[src/rtl/multi_edge_sync.sv]
// -----------------------------------------------------------------------------
// multi_edge_sync
//   Brings CHANNELS asynchronous level signals into the rd_clk domain through a
//   SYNC_STAGES-deep flop chain, optionally filters them (a synced change must
//   persist for FILTER_LEN consecutive rd_clk edges before it is accepted),
//   reports accepted rising/falling edges and counts the edges selected by
//   edge_mode in per-channel saturating counters with a sticky overflow flag.
//
// Ports
//   rd_clk      in   rd-domain clock
//   rd_reset    in   asynchronous active-low reset
//   async_in    in   [CHANNELS]        foreign-domain level inputs (register driven)
//   edge_mode   in   [2*CHANNELS]      per channel {fall_en, rise_en} at [2c+1:2c]
//   cnt_clr     in   [CHANNELS]        per-channel counter/overflow clear pulse
//   level_o     out  [CHANNELS]        accepted (synced + filtered) level
//   rise_o      out  [CHANNELS]        one-cycle pulse on accepted 0->1
//   fall_o      out  [CHANNELS]        one-cycle pulse on accepted 1->0
//   event_o     out  [CHANNELS]        edges selected by edge_mode
//   evt_cnt_o   out  [CHANNELS*CNT_W]  channel c count at [c*CNT_W +: CNT_W]
//   overflow_o  out  [CHANNELS]        sticky: event seen while counter saturated
// -----------------------------------------------------------------------------
module multi_edge_sync #(
    parameter int CHANNELS    = 4,
    parameter int SYNC_STAGES = 2,
    parameter int FILTER_LEN  = 1,
    parameter int CNT_W       = 8
) (
    input  logic                      rd_clk,
    input  logic                      rd_reset,
    input  logic [CHANNELS-1:0]       async_in,
    input  logic [2*CHANNELS-1:0]     edge_mode,
    input  logic [CHANNELS-1:0]       cnt_clr,
    output logic [CHANNELS-1:0]       level_o,
    output logic [CHANNELS-1:0]       rise_o,
    output logic [CHANNELS-1:0]       fall_o,
    output logic [CHANNELS-1:0]       event_o,
    output logic [CHANNELS*CNT_W-1:0] evt_cnt_o,
    output logic [CHANNELS-1:0]       overflow_o
);

    localparam int                FCNT_W    = $clog2(FILTER_LEN + 1);
    localparam logic [FCNT_W-1:0] FCNT_LAST = FCNT_W'(FILTER_LEN - 1);
    localparam logic [CNT_W-1:0]  CNT_MAX   = '1;

    for (genvar c = 0; c < CHANNELS; c++) begin : g_ch
        logic [SYNC_STAGES-1:0] sync_q;
        logic                   s;
        logic [FCNT_W-1:0]      fcnt_q, fcnt_d;
        logic                   level_q, level_d;
        logic                   rise_q, rise_d;
        logic                   fall_q, fall_d;
        logic [CNT_W-1:0]       cnt_q, cnt_d;
        logic                   ovf_q, ovf_d;
        logic                   evt;

        assign s = sync_q[SYNC_STAGES-1];

        // fcnt counts consecutive edges on which the synced value disagrees
        // with the accepted level; any agreement restarts the window.
        always_comb begin
            fcnt_d  = fcnt_q;
            level_d = level_q;
            rise_d  = 1'b0;
            fall_d  = 1'b0;
            if (s == level_q) begin
                fcnt_d = '0;
            end else if (fcnt_q == FCNT_LAST) begin
                level_d = s;
                fcnt_d  = '0;
                rise_d  = s;
                fall_d  = ~s;
            end else begin
                fcnt_d = fcnt_q + 1'b1;
            end
        end

        assign evt = (rise_q & edge_mode[2*c]) | (fall_q & edge_mode[2*c+1]);

        always_comb begin
            cnt_d = cnt_q;
            ovf_d = ovf_q;
            if (cnt_clr[c]) begin
                // A clear coinciding with an event keeps that event.
                cnt_d = evt ? CNT_W'(1) : '0;
                ovf_d = 1'b0;
            end else if (evt) begin
                if (cnt_q == CNT_MAX) begin
                    ovf_d = 1'b1;
                end else begin
                    cnt_d = cnt_q + 1'b1;
                end
            end
        end

        always_ff @(posedge rd_clk or negedge rd_reset) begin
            if (!rd_reset) begin
                sync_q  <= '0;
                fcnt_q  <= '0;
                level_q <= 1'b0;
                rise_q  <= 1'b0;
                fall_q  <= 1'b0;
                cnt_q   <= '0;
                ovf_q   <= 1'b0;
            end else begin
                sync_q  <= {sync_q[SYNC_STAGES-2:0], async_in[c]};
                fcnt_q  <= fcnt_d;
                level_q <= level_d;
                rise_q  <= rise_d;
                fall_q  <= fall_d;
                cnt_q   <= cnt_d;
                ovf_q   <= ovf_d;
            end
        end

        assign level_o[c]                 = level_q;
        assign rise_o[c]                  = rise_q;
        assign fall_o[c]                  = fall_q;
        assign event_o[c]                 = evt;
        assign evt_cnt_o[c*CNT_W +: CNT_W] = cnt_q;
        assign overflow_o[c]              = ovf_q;
    end

endmodule
[config.mk]
export PLATFORM = sky130hd
export DESIGN_NAME = multi_edge_sync
export DESIGN_NICKNAME = d
export VERILOG_FILES = /design/src/rtl/multi_edge_sync.sv
export SDC_FILE = /design/constraint.sdc
export NUM_CORES = 1
export LEC_CHECK = 0
export ABC_AREA = 1
export BUFFER_PORTS_ARGS = -buffer_cell sky130_fd_sc_hd__buf_2
export CORE_MARGIN = 1.5
export CORE_UTILIZATION = 45
export CTS_CLUSTER_SIZE = 28
export DETAILED_ROUTE_END_ITERATION = 8
export HOLD_SLACK_MARGIN = 0.15
export PLACE_DENSITY = 0.76
export REMOVE_ABC_BUFFERS = 1
export SYNTH_ARGS = -nofsm -noshare
export SYNTH_HDL_FRONTEND = slang
export SYNTH_SLANG_ARGS = --single-unit
[constraint.sdc]
create_clock -name rd_clk -period 2.1 [get_ports rd_clk]
set_input_delay 0.21 -clock rd_clk [delete_from_list [all_inputs] [get_ports rd_clk]]
set_output_delay 0.21 -clock rd_clk [all_outputs]
set_load 0.03 [all_outputs]
==> impl_results.md, run 1 <==
- Crit Path Max Fanout: 6
- Final HPWL DP: 4380 um
- Comb power frac: between 30% and 40%
- Wire length after detailed routing: approximately 5800 um
- Via-to-Cell Ratio: 4.90
- Area share of the largest cell type after synthesis: between 40% and 50%
- Cell Area, Synth: 2970 um2
- Total vias in the final route: around 2500
- Reg area: 1400 um2
- Final Instance Area: ~3500 um2
- Area of combinational cells with multiple inputs: 1260 um2
- Synth Warn #: 0
- Arrival time reported for the critical path endpoint: ~1.2 ns
- Master cell of the clock root buffer: sky130_fd_sc_hd__clkbuf_8
- Internal power summed over all cells: approximately 1.9 mW
- Series of cell instances along the critical path: nand2_1 > nand2_1 > buf_2
- Count of port buffers added during placement: 69
- TritonCTS clock tree: done
- Hold_ws: 0.209 ns
- Type of the worst min-delay path: input pin to register
- Final worst clock skew: between 0.006 and 0.007 ns
- Worst path required time: approximately 1.9 ns
- Post-synthesis sequential area ratio: a little under half
- GR Util All Layers: 16.9%
- NumNets Final: approximately 460
- Number of placed I/O pins: 70
- Row cnt: 29
- Max-cap violation count: 0
- Gate count of the mapped netlist: around 370
- Status: completed
- Syn Area/Cell: approximately 8.1 um2
- Count of flip-flops with a built-in enable after synthesis: 0
- Post-detailed-route wirelength per cell: about 12 um
- CP Buf/Inv Count: 1
- Slew of the pin with the lowest slew margin: a little under 0.5 ns
- Cell with the largest stage delay on the worst path: sky130_fd_sc_hd__dfrtp_1
- Peak supply drop: ~0.61 mV
- Area after DPL: approximately 3300 um2
- Peak Freq: slightly below 700 MHz
- Leftover overflow at the end of global routing: 0
- First-pass GRT wire length: 9760 um
- CTS max path bufs: 2
- Worst stage delay on the critical path: between 0.3 and 0.4 ns
- Fraction of final layout cells with drive strength greater than 1: about a quarter
- Initial antenna violation count: 0
- ANT nets after route: 0
- Crit path top cell by count: sky130_fd_sc_hd__nand2_1
- Kind of cell adding the most delay to the critical path: flip-flops
- Critical Path End Type: primary output
- Die Wd: approximately 84 um
- Final critical-path share of the clock period: 68.5%
- CTS H-tree lvls: 2
- Most used flip-flop cell after synthesis: sky130_fd_sc_hd__dfrtp_1
- Pre-Repair DR Iteration Count: 4
- Post-synthesis async set-or-reset flop share: 100%
- Number of antenna cells inserted: 0
- Power per Cell Area: roughly 880 nW/um2
- Worst-case headroom to the max-slew limit: about two thirds
- Leak Pwr: between 1.5 and 2 nW
- Sink Count: 56
- Sequential share of power: roughly 44%
- Final count of hold timing violations: 0
- Final worst path period need: 1.44 ns
- Clock slew at reported path FFs: roughly 0.10 ns
- Number of synthesized register bits: 56
- Critical path startpoint category: register
- Die span in y: around 84 um
- Number of pins with negative max-slew slack in the final report: 0
- Sw Share: between 30% and 40%
- Number of global-route vias before repair: ~2200
- Setup Crit Path Kind: register to primary output
- Clock group share of total power: 25.1%
- Total clock buffers created by CTS: 5
- Unrepaired setup endpoints after global routing: false
- Pin count of the biggest net entering global routing: 38
- DRC violations left: 0
- Number of cells upsized or downsized after cts: 0
- Number of setup violations in the final report: 0
- Number of DRC violations after detailed-routing iteration 0: 87
- Die footprint: approximately 7100 um2
- Most common cell in the synthesized netlist: sky130_fd_sc_hd__nand2_1
- Area growth from synthesis to layout: 16.8%
- Leading post-synthesis cells by cell area: sky130_fd_sc_hd__dfrtp_1 (47%), sky130_fd_sc_hd__nand2_1 (15%), sky130_fd_sc_hd__buf_4 (5.1%)
- Leading area contributor after synthesis: sky130_fd_sc_hd__dfrtp_1
- RePlAce Congestion: 0.887
- Filler Cell Count: between 500 and 600
- Net switching power of the design: 1.13 mW
- Most frequent cells after synthesis: sky130_fd_sc_hd__nand2_1 (115), sky130_fd_sc_hd__dfrtp_1 (56), sky130_fd_sc_hd__inv_1 (37), sky130_fd_sc_hd__nand3_1 (24), sky130_fd_sc_hd__nor2_1 (23)
- Starting density of the core: a little under half
- Clock insertion delay at the later pin of the skew report: roughly 0.30 ns
- Total Neg Setup Slack: 0 ns
- Floorplan core area: roughly 6300 um2
- Cell variety after synth: 23
==> layer usage <==
metal	vias to the layer above	GRT usage (%)	part of all wire, %
met1	1124	23.6	48
li1	1266	-	-
met4	0	5.81	1.4
met2	77	25.9	45
met3	11	4.03	5.9
met5	-	0	0
==> power groups by stage <==
stage | combinational, mW | clock [mW] | sequential, mW
floorplan | 0.364 | 0 | 1.62
global placement | 0.912 | 0 | 1.36
detailed placement | 0.926 | 0 | 1.37
CTS | 0.939 | 0.787 | 1.35
global route | 1.02 | 0.823 | 1.37
finish | 0.926 | 0.764 | 1.35
==> kinds of logic (layout without fill, tap and decap cells) <==
kind of cell	Yosys count	in the layout	share of synthesized area, %
xor+xnor	3	3	0.886
buf+inv	61	125	10.4
simple gates	186	186	28.0
flops	56	56	47.2
fa+ha+maj	12	12	5.06
compound gates	47	47	8.35
==> cells in the final DEF, fill, tap and decap left out, types with 7 or more instances in the layout <==
cell	synthesis	layout
sky130_fd_sc_hd__o21ai_1	12	12
sky130_fd_sc_hd__clkbuf_8	0	7
sky130_fd_sc_hd__ha_1	12	12
sky130_fd_sc_hd__buf_2	0	69
sky130_fd_sc_hd__a21oi_1	15	15
sky130_fd_sc_hd__dfrtp_1	56	56
sky130_fd_sc_hd__nand3_1	24	24
sky130_fd_sc_hd__inv_1	37	37
sky130_fd_sc_hd__o21ai_0	14	14
sky130_fd_sc_hd__nand2_1	115	115
sky130_fd_sc_hd__nor2_1	23	23
==> layout make-up <==
class	count	area share (%)
Clock buffer	7	2.78
Multi-Input combinational cell	248	36.3
Timing Repair Buffer	76	12.3
Tap cell	77	2.78
Sequential cell	56	40.4
Clock inverter	1	0.867
Inverter	41	4.59
==> worst reg2reg max path, cell delays in order, from the launching register on <==
cell and delay (ns):
sky130_fd_sc_hd__dfrtp_1 0.43, sky130_fd_sc_hd__ha_1 0.24, sky130_fd_sc_hd__nand2_2 0.14, sky130_fd_sc_hd__nor2_4 0.06, sky130_fd_sc_hd__nand2_2 0.08, sky130_fd_sc_hd__nand2_4 0.06, sky130_fd_sc_hd__nand2_4 0.11, sky130_fd_sc_hd__clkinv_4 0.08
sky130_fd_sc_hd__nand2_1 0.07, sky130_fd_sc_hd__nand2_1 0.05
==> per-stage QoR <==
step | total power, mW | setup slack (ns) | utilization, % | std cells
after floorplan | 1.99 | 0.621 | - | 345
after global placement | 2.27 | 0.752 | 51.6 | 492
after detailed placement | 2.30 | 0.694 | 51.6 | 492
after CTS | 3.08 | 0.640 | 54.6 | 506
after global routing | 3.22 | 0.574 | 54.6 | 506
final | 3.04 | 0.662 | 54.6 | 506
==> sequential cells by signal (all words and copies together), names as in the netlist <==
register,cells
g_ch.rise_q,4
g_ch.fall_q,4
g_ch.ovf_q,4
g_ch.sync_q,8
g_ch.level_q,4
g_ch.cnt_q,32
==> timing repair <==
action                                 4_1_cts  5_1_grt
endpoints found under the hold margin       24        0
setup buffers                                0        0
hold buffers                                 6        0
==> path summary, 6_finish.rpt <==
path / start / to / slack [ns] / depth (start not counted)
hold reg to reg: g_ch[2].sync_q[0] / g_ch[2].sync_q[1] / 0.35 / 0
setup reg to reg: g_ch[0].cnt_q[0] / g_ch[0].cnt_q[6] / 0.68 / 9
max in group asynchronous: rd_reset / g_ch[2].sync_q[0] / 1.15 / 3
setup / recovery: g_ch[0].rise_q / event_o[0] / 0.66 / 3
hold / removal: cnt_clr[2] / g_ch[2].cnt_q[5] / 0.21 / 4
min in group asynchronous: rd_reset / g_ch[2].cnt_q[6] / 0.39 / 2
(Power assumes the default switching activity.)
==> run 2, diff against run 1 <==
- ABC_AREA: 1 -> 0
- clock period: 2.1 -> 1.5 ns (I/O delays scaled with it)
==> run 2 against run 1 <==
Routed wire length fell by 6.2%. Synthesized area decreased by 7.6%. Total power grew 37%. Worst setup slack got worse by 0.62 ns. Register-to-register slack lost 0.64 ns. Critical endpoint is now g_ch[3].cnt_q[3]. Largest cell class unchanged. Largest power group unchanged.
==> impl_results.md, run 2 <==
- Post-detailed-route wirelength per cell: 12.9 um (+13%)
- Area share of the largest cell type after synthesis: 51.1% (+3.9 points)
- Number of pins with negative max-slew slack in the final report: 0 (unchanged)
- Most frequent cells in the layout: sky130_fd_sc_hd__buf_2 (69), sky130_fd_sc_hd__dfrtp_1 (55), sky130_fd_sc_hd__nor2_1 (29), sky130_fd_sc_hd__buf_4 (22), sky130_fd_sc_hd__nand2_1 (20)
- RePlAce Congestion: 0.804 (-9.3%)
- Number of placed I/O pins: 70 (unchanged)
- Sink Count: 56 (unchanged)
- Count of flip-flops with a built-in enable after synthesis: 0 (unchanged)
- Area after DPL: 3170 um2 (-3.4%)
- Cell with the largest stage delay on the worst path: sky130_fd_sc_hd__dfrtp_1
- Starting density of the core: 46.6% (-0.14 points)
- CTS max path bufs: 2 (unchanged)
- Most common cell in the synthesized netlist: sky130_fd_sc_hd__dfrtp_1
- Met1 track utilization from global routing: 22.4% (-1.2 points)
- Net switching power of the design: 1.59 mW (+41%)
- Top Registers: g_ch.cnt_q (32), g_ch.sync_q (8)
- Worst path required time: 1.74 ns (-0.15 ns)
- ANT nets after route: 0 (unchanged)
- Comb power frac: 36.2% (+5.7 points)
- Post-synthesis async set-or-reset flop share: 100% (unchanged)
- DRC violations left: 0 (unchanged)
- Area growth from synthesis to layout: 25.8%
- Hold_ws: 0.270 ns (+0.0611 ns)
- Busiest grt layer: met2
- TritonCTS clock tree: done
- Final worst clock skew: 0.00888 ns (+0.00278 ns)
- Met2 track utilization from global routing: 29.5% (+3.6 points)
- Peak supply drop: 1.04 mV (+70%)
- Register with the most flip-flops: g_ch.cnt_q
- Sequential share of power: 45.0% (+0.6 points)
- Final HPWL DP: 3870 um (-12%)
- Via-to-Cell Ratio: 5.20 (+6.2%)
- Arrival time reported for the critical path endpoint: 1.70 ns (+0.47 ns)
- Leading area contributor after synthesis: sky130_fd_sc_hd__dfrtp_1
- Pre-Repair DR Iteration Count: 4 (unchanged)
- Worst-case headroom to the max-slew limit: 75.6% (+7.8 points)
- Leftover overflow at the end of global routing: 0 (unchanged)
- Number of setup violations in the final report: 0 (unchanged)
- Count of port buffers added during placement: 69 (unchanged)
- Most frequent cells after synthesis: sky130_fd_sc_hd__dfrtp_1 (56), sky130_fd_sc_hd__nor2_1 (30), sky130_fd_sc_hd__nand2_1 (21), sky130_fd_sc_hd__buf_4 (20), sky130_fd_sc_hd__ha_1 (12)
- Type of the worst min-delay path: input pin to register
- Clock insertion delay at the later pin of the skew report: 0.30 ns (about the same)
- Pin count of the biggest net entering global routing: 57 (+50%)
- Final worst path period need: 1.46 ns
- GR Util All Layers: 17.4% (+0.49 points)
- Final Instance Area: 3450 um2 (-0.43%)
- Met3 usage: 4.16% (+0.13 points)
- Syn Area/Cell: 10.4 um2 (+28%)
- Total vias in the final route: 2194 (-11%)
- Die footprint: 6570 um2 (-7.3%)
- Slew of the pin with the lowest slew margin: 0.363 ns (-0.121 ns)
- Master cell of the clock root buffer: sky130_fd_sc_hd__clkbuf_8
- Number of synthesized register bits: 56 (unchanged)
- Total clock buffers created by CTS: 5 (unchanged)
- Worst stage delay on the critical path: 0.40 ns (about the same)
- Leading cell type in the layout, fill and taps excluded: sky130_fd_sc_hd__buf_2
- CTS H-tree lvls: 2 (unchanged)
- Leading post-synthesis cells by cell area: sky130_fd_sc_hd__dfrtp_1 (51%), sky130_fd_sc_hd__buf_4 (5.5%), sky130_fd_sc_hd__ha_1 (5.5%)
- Internal power summed over all cells: 2.58 mW (+35%)
- Cell Area, Synth: 2740 um2 (-7.6%)
- Initial antenna violation count: 0 (unchanged)
- Number of antenna cells inserted: 0 (unchanged)
- Total Neg Setup Slack: 0 ns (unchanged)
- Fraction of final layout cells with drive strength greater than 1: 37.2% (+13 points)
- Synth Warn #: 0 (unchanged)
- Post-synthesis sequential area ratio: 51.1% (+3.9 points)
- Peak Freq: 685 MHz
- Series of cell instances along the critical path: ha_2 > nand4_1 > o21ai_4 > buf_6 > or3_4 > a21oi_2
- Number of global-route vias before repair: 2015 (-7.0%)
- Leak Pwr: 1.70 nW (-10%)
- Die span in y: 81.1 um (-3.7%)
- Power per Cell Area: 1210 nW/um2 (+38%)
- First-pass GRT wire length: 8890 um (-8.8%)
- Clock group share of total power: 18.7% (-6.4 points)
- Final count of hold timing violations: 0 (unchanged)
- NumNets Final: 377 (-18%)
- Max FFs per register: 32 (unchanged)
- Sw Share: 38.1% (+0.94 points)
- Max-cap violation count: 0 (unchanged)
- Gate count of the mapped netlist: 263 (-28%)
- Clock slew at reported path FFs: 0.10 ns (about the same)
- Row cnt: 28 (-3.4%)
- Floorplan core area: 5890 um2 (-7.3%)
- Crit Path Max Fanout: 5 (-1)
- Most used flip-flop cell after synthesis: sky130_fd_sc_hd__dfrtp_1
- Critical Path End Type: register
- Unrepaired setup endpoints after global routing: true
- Critical path startpoint category: register
- Setup Crit Path Kind: register to register
- Cell variety after synth: 48 (+110%)
- Status: completed
- Number of DRC violations after detailed-routing iteration 0: 36 (-59%)
- Die Wd: 81.1 um (-3.7%)
- Wire length after detailed routing: 5460 um (-6.2%)
- Final critical-path share of the clock period: 97.3%
==> run 2: cell count changes in the layout (fill, tap and decap cells not counted), moves of 7 or more <==
cell and delta:
sky130_fd_sc_hd__nand3_1 -17, sky130_fd_sc_hd__o211ai_1 +7, sky130_fd_sc_hd__buf_4 +22, sky130_fd_sc_hd__inv_1 -27, sky130_fd_sc_hd__nand2_1 -95, sky130_fd_sc_hd__a21oi_1 -9
sky130_fd_sc_hd__o21ai_1 -12
==> run 2: layout make-up <==
| class | count | area, um2 |
|---|---|---|
| Fill cell | 515 | 2440 |
| Sequential cell | 56 | 1400 |
| Multi-Input combinational cell | 170 | 1190 |
| Timing Repair Buffer | 102 | 632 |
| Tap cell | 75 | 93.8 |
| Clock buffer | 5 | 68.8 |
| Inverter | 12 | 46.3 |
| Clock inverter | 2 | 12.5 |
==> run 2: cells by family after synthesis <==
kind of cell,synth area share (%)
muxes,2.60
buffers and inverters,7.90
adders and majority gates,5.48
AOI/OAI and AO/OA,11.6
DFF,51.1
xor gates and xnor gates,2.88
and+or+nand+nor,18.4
==> run 2: power by group through the flow <==
stage          Clock, mW  Sequential (mW)  Combinational, mW
2_1_floorplan          0             2.32              0.464
3_3_place_gp           0             1.90               1.38
3_5_place_dp           0             1.91               1.42
4_1_cts            0.814             1.88               1.47
5_1_grt            0.871             1.91               1.64
6_report           0.782             1.88               1.51
==> run 2: critical path: cells and delay by family (launching register included) <==
kind | cells | cell delay (ns)
flip-flops | 1 | 0.40
adder cells (fa/ha/maj) | 1 | 0.19
buffers and inverters | 1 | 0.13
AO/OA/AOI/OAI | 2 | 0.21
AND/OR/NAND/NOR | 2 | 0.47
==> run 2: metrics by stage <==
stage / power, mW / util [%] / setup WS, ns / cells
final: 4.17 / 58.6 / 0.0408 / 422
after global routing: 4.43 / 58.6 / -0.0431 / 422
after CTS: 4.17 / 57.2 / 0.00436 / 419
after detailed placement: 3.33 / 53.8 / -0.0124 / 401
after global placement: 3.28 / 53.8 / 0.0236 / 401
after floorplan: 2.78 / - / -0.221 / 238
==> run 2: layer usage <==
| metal | routed length (um) | vias up |
|---|---|---|
| li1 | - | 1070 |
| met1 | 2460 | 1047 |
| met2 | 2690 | 68 |
| met3 | 261 | 9 |
| met4 | 57 | 0 |
| met5 | 0 | - |
==> run 2: repair_timing <==
| action | in CTS | in global routing |
|---|---|---|
| gates resized for setup | 3 | 18 |
| buffers inserted | 2 | 3 |
| pin swaps | 2 | 6 |
| endpoints found under the setup margin | 6 | 18 |
| hold buffers | 9 | 0 |
| endpoints found under the hold margin | 89 | 0 |
| cloned | 0 | 0 |
==> run 2: worst paths after layout <==
kind	start	to	slack (ns)	cells after the start
worst max-delay path	g_ch[3].cnt_q[0]	g_ch[3].cnt_q[3]	0.04	6
worst min-delay path	edge_mode[1]	g_ch[0].cnt_q[0]	0.27	5
worst max register to register	g_ch[3].cnt_q[0]	g_ch[3].cnt_q[3]	0.04	6
worst min register to register	g_ch[3].sync_q[0]	g_ch[3].sync_q[1]	0.36	0
max in group asynchronous	rd_reset	g_ch[0].cnt_q[2]	0.86	3
min in group asynchronous	rd_reset	g_ch[1].ovf_q	0.36	3
==> run 3, diff against run 2 <==
- MAX_ROUTING_LAYER: not set -> met4
==> run 3 against run 2 <==
Clock-buffer cell count did not move. Via count did not move. Worst setup slack barely moved. Hold slack got worse by 0.0016 ns. Critical path depth did not move. Cell count did not move. Fmax barely moved. Combinational power barely moved. Routed wire length rose by 0.27%. Total power barely moved. Clock power barely moved. Critical path type unchanged. Largest power group unchanged. Highest routed layer unchanged.
==> impl_results.md, run 3 (same netlist as run 2, synthesis figures left out) <==
- Worst-case headroom to the max-slew limit: 75.6% (unchanged)
- Number of pins with negative max-slew slack in the final report: 0 (unchanged)
- Area growth from synthesis to layout: 25.8% (unchanged)
- Count of port buffers added during placement: 69 (unchanged)
- Final count of hold timing violations: 0 (unchanged)
- Max-cap violation count: 0 (unchanged)
- Met3 usage: 4.27% (+0.11 points)
- NumNets Final: 377 (unchanged)
- Final Instance Area: 3450 um2 (unchanged)
- Crit Path Max Fanout: 5 (unchanged)
- Filler Cell Count: 515 (unchanged)
- Slew of the pin with the lowest slew margin: 0.363 ns (+0.000000715 ns)
- Status: completed
- Kind of cell adding the most delay to the critical path: simple AND/OR/NAND/NOR gates
- Top Registers: g_ch.cnt_q (32), g_ch.sync_q (8)
- Number of cells on the worst hold path: 5 (unchanged)
- CTS max path bufs: 2 (unchanged)
- Number of non-filler instances in the completed layout: 422 (unchanged)
- Final critical-path share of the clock period: 97.3% (about the same)
- Master cell of the clock root buffer: sky130_fd_sc_hd__clkbuf_8
- Leading cell type in the layout, fill and taps excluded: sky130_fd_sc_hd__buf_2
- Most frequent cells in the layout: sky130_fd_sc_hd__buf_2 (69), sky130_fd_sc_hd__dfrtp_1 (55), sky130_fd_sc_hd__nor2_1 (29), sky130_fd_sc_hd__buf_4 (22), sky130_fd_sc_hd__nand2_1 (20)
- Initial antenna violation count: 0 (unchanged)
- GR Util All Layers: 18.0% (+0.59 points)
- Via-to-Cell Ratio: 5.20 (unchanged)
- Beginning of the worst register-to-register path: g_ch[3].cnt_q[0]
- Total clock buffers created by CTS: 5 (unchanged)
- Sink Count: 56 (unchanged)
- WHS Endpoint: g_ch[0].cnt_q[0]
- Area after DPL: 3170 um2 (unchanged)
- Hold_ws: 0.269 ns (-0.00165 ns)
- ANT nets after route: 0 (unchanged)
- Placed Cells: 401 (unchanged)
- Die footprint: 6570 um2 (unchanged)
- Busiest grt layer: met2
- Post-detailed-route wirelength per cell: 13.0 um (+0.27%)
- Max FFs per register: 32 (unchanged)
- CP Buf/Inv Count: 1 (unchanged)
- Final worst clock skew: 0.00888 ns (+0.00000616 ns)
- Met2 track utilization from global routing: 29.5% (unchanged)
- Clock insertion delay at the later pin of the skew report: 0.30 ns (about the same)
- Worst path required time: 1.74 ns (about the same)
- Cell with the largest stage delay on the worst path: sky130_fd_sc_hd__dfrtp_1
- Worst-case register-to-register setup slack: 0.04 ns (about the same)
- Row cnt: 28 (unchanged)
- Unrepaired setup endpoints after global routing: true
- Critical Path End Type: register
- Series of cell instances along the critical path: ha_2 > nand4_1 > o21ai_4 > buf_6 > or3_4 > a21oi_2
- DRC violations left: 0 (unchanged)
- Floorplan core area: 5890 um2 (unchanged)
- Peak supply drop: 1.04 mV (about the same)
- Met1 track utilization from global routing: 22.5% (+0.14 points)
- Starting density of the core: 46.6% (unchanged)
- Wire length after detailed routing: 5480 um (+0.27%)
- Die span in y: 81.1 um (unchanged)
- Leak Pwr: 1.70 nW (unchanged)
- Total vias in the final route: 2194 (unchanged)
- Endpoint of the most critical register-to-register path: g_ch[3].cnt_q[3]
- Leftover overflow at the end of global routing: 0 (unchanged)
- Die Wd: 81.1 um (unchanged)
- Overall Power: 4.18 mW (about the same)
- Final HPWL DP: 3870 um (unchanged)
- Setup Crit Path Kind: register to register
- Clock slew at reported path FFs: 0.10 ns (about the same)
- Power per Cell Area: 1210 nW/um2 (about the same)
- Pin count of the biggest net entering global routing: 57 (unchanged)
- Number of placed I/O pins: 70 (unchanged)
- Hold_sp: edge_mode[1]
- Final worst path period need: 1.46 ns (+0.00000150 ns)
- Type of the worst min-delay path: input pin to register
- Peak Freq: 685 MHz (about the same)
- Fraction of final layout cells with drive strength greater than 1: 37.2% (unchanged)
- Number of antenna cells inserted: 0 (unchanged)
- Pre-Repair DR Iteration Count: 4 (unchanged)
- CTS H-tree lvls: 2 (unchanged)
- TritonCTS clock tree: done
- Number of DRC violations after detailed-routing iteration 0: 54 (+50%)
- Number of global-route vias before repair: 2017 (+0.099%)
- RePlAce Congestion: 0.816 (+1.5%)
- Critical path startpoint category: register
- Arrival time reported for the critical path endpoint: 1.70 ns (about the same)
- First-pass GRT wire length: 8900 um (about the same)
- Register with the most flip-flops: g_ch.cnt_q
- Number of setup violations in the final report: 0 (unchanged)
- Worst stage delay on the critical path: 0.40 ns (about the same)
- Number of cell instances on the worst register-to-register path: 6 (unchanged)
## run 3: cell counts in the layout (fill, tap and decap cells not counted)
Identical to the previous run, type by type.
## run 3: through the flow
stage | setup WS, ns | setup TNS (ns) | util, %
floorplan | -0.221 | -1.29 | -
global placement | 0.0236 | 0 | 53.8
detailed placement | -0.0124 | -0.0124 | 53.8
CTS | 0.00436 | 0 | 57.2
global route | -0.0431 | -0.162 | 58.6
finish | 0.0408 | 0 | 58.6
## run 3: worst max-delay path by stage
stage                      from          endpoint  slack [ns]  depth (start not counted)
2_1_floorplan  g_ch[3].cnt_q[0]  g_ch[3].cnt_q[7]       -0.22                          5
3_3_place_gp   g_ch[3].cnt_q[0]  g_ch[3].cnt_q[7]        0.02                          5
3_5_place_dp   g_ch[3].cnt_q[0]  g_ch[3].cnt_q[7]       -0.01                          5
4_1_cts        g_ch[2].cnt_q[0]  g_ch[2].cnt_q[1]       0.004                          5
5_1_grt        g_ch[3].cnt_q[0]  g_ch[3].cnt_q[3]       -0.04                          6
6_report       g_ch[3].cnt_q[0]  g_ch[3].cnt_q[3]        0.04                          6
## run 3: worst register-to-register path, cell delays in order (launching register included)
cell	delay, ns
sky130_fd_sc_hd__dfrtp_1	0.40
sky130_fd_sc_hd__ha_2	0.19
sky130_fd_sc_hd__nand4_1	0.15
sky130_fd_sc_hd__o21ai_4	0.09
sky130_fd_sc_hd__buf_6	0.13
sky130_fd_sc_hd__or3_4	0.32
sky130_fd_sc_hd__a21oi_2	0.12
## run 3: layer usage
metal	vias to the layer above	routed length [um]	share of wire (%)
met5	-	0	0
met4	0	57	1.0
met3	8	249	4.5
met2	68	2700	49
met1	1048	2470	45
li1	1070	-	-
## run 3: report_power, final
| part | internal, mW | switching, mW | total (mW) |
|---|---|---|---|
| Clock | 0.318 | 0.467 | 0.784 |
| Combinational | 0.548 | 0.964 | 1.51 |
| Sequential | 1.72 | 0.163 | 1.88 |
## run 3: final cells by class
class / count / area [um2] / share of cell area (%)
Sequential cell: 56 / 1400 / 40.7
Tap cell: 75 / 93.8 / 2.72
Clock inverter: 2 / 12.5 / 0.363
Timing Repair Buffer: 102 / 632 / 18.3
Clock buffer: 5 / 68.8 / 1.99
Multi-Input combinational cell: 170 / 1190 / 34.6
Inverter: 12 / 46.3 / 1.34
## run 3: repair_timing
item	in CTS	in global routing
hold buffers	9	0
pin swaps	2	6
gates resized for setup	3	18
setup endpoints to repair	6	18
buffers inserted	2	3
hold endpoints to repair	89	0
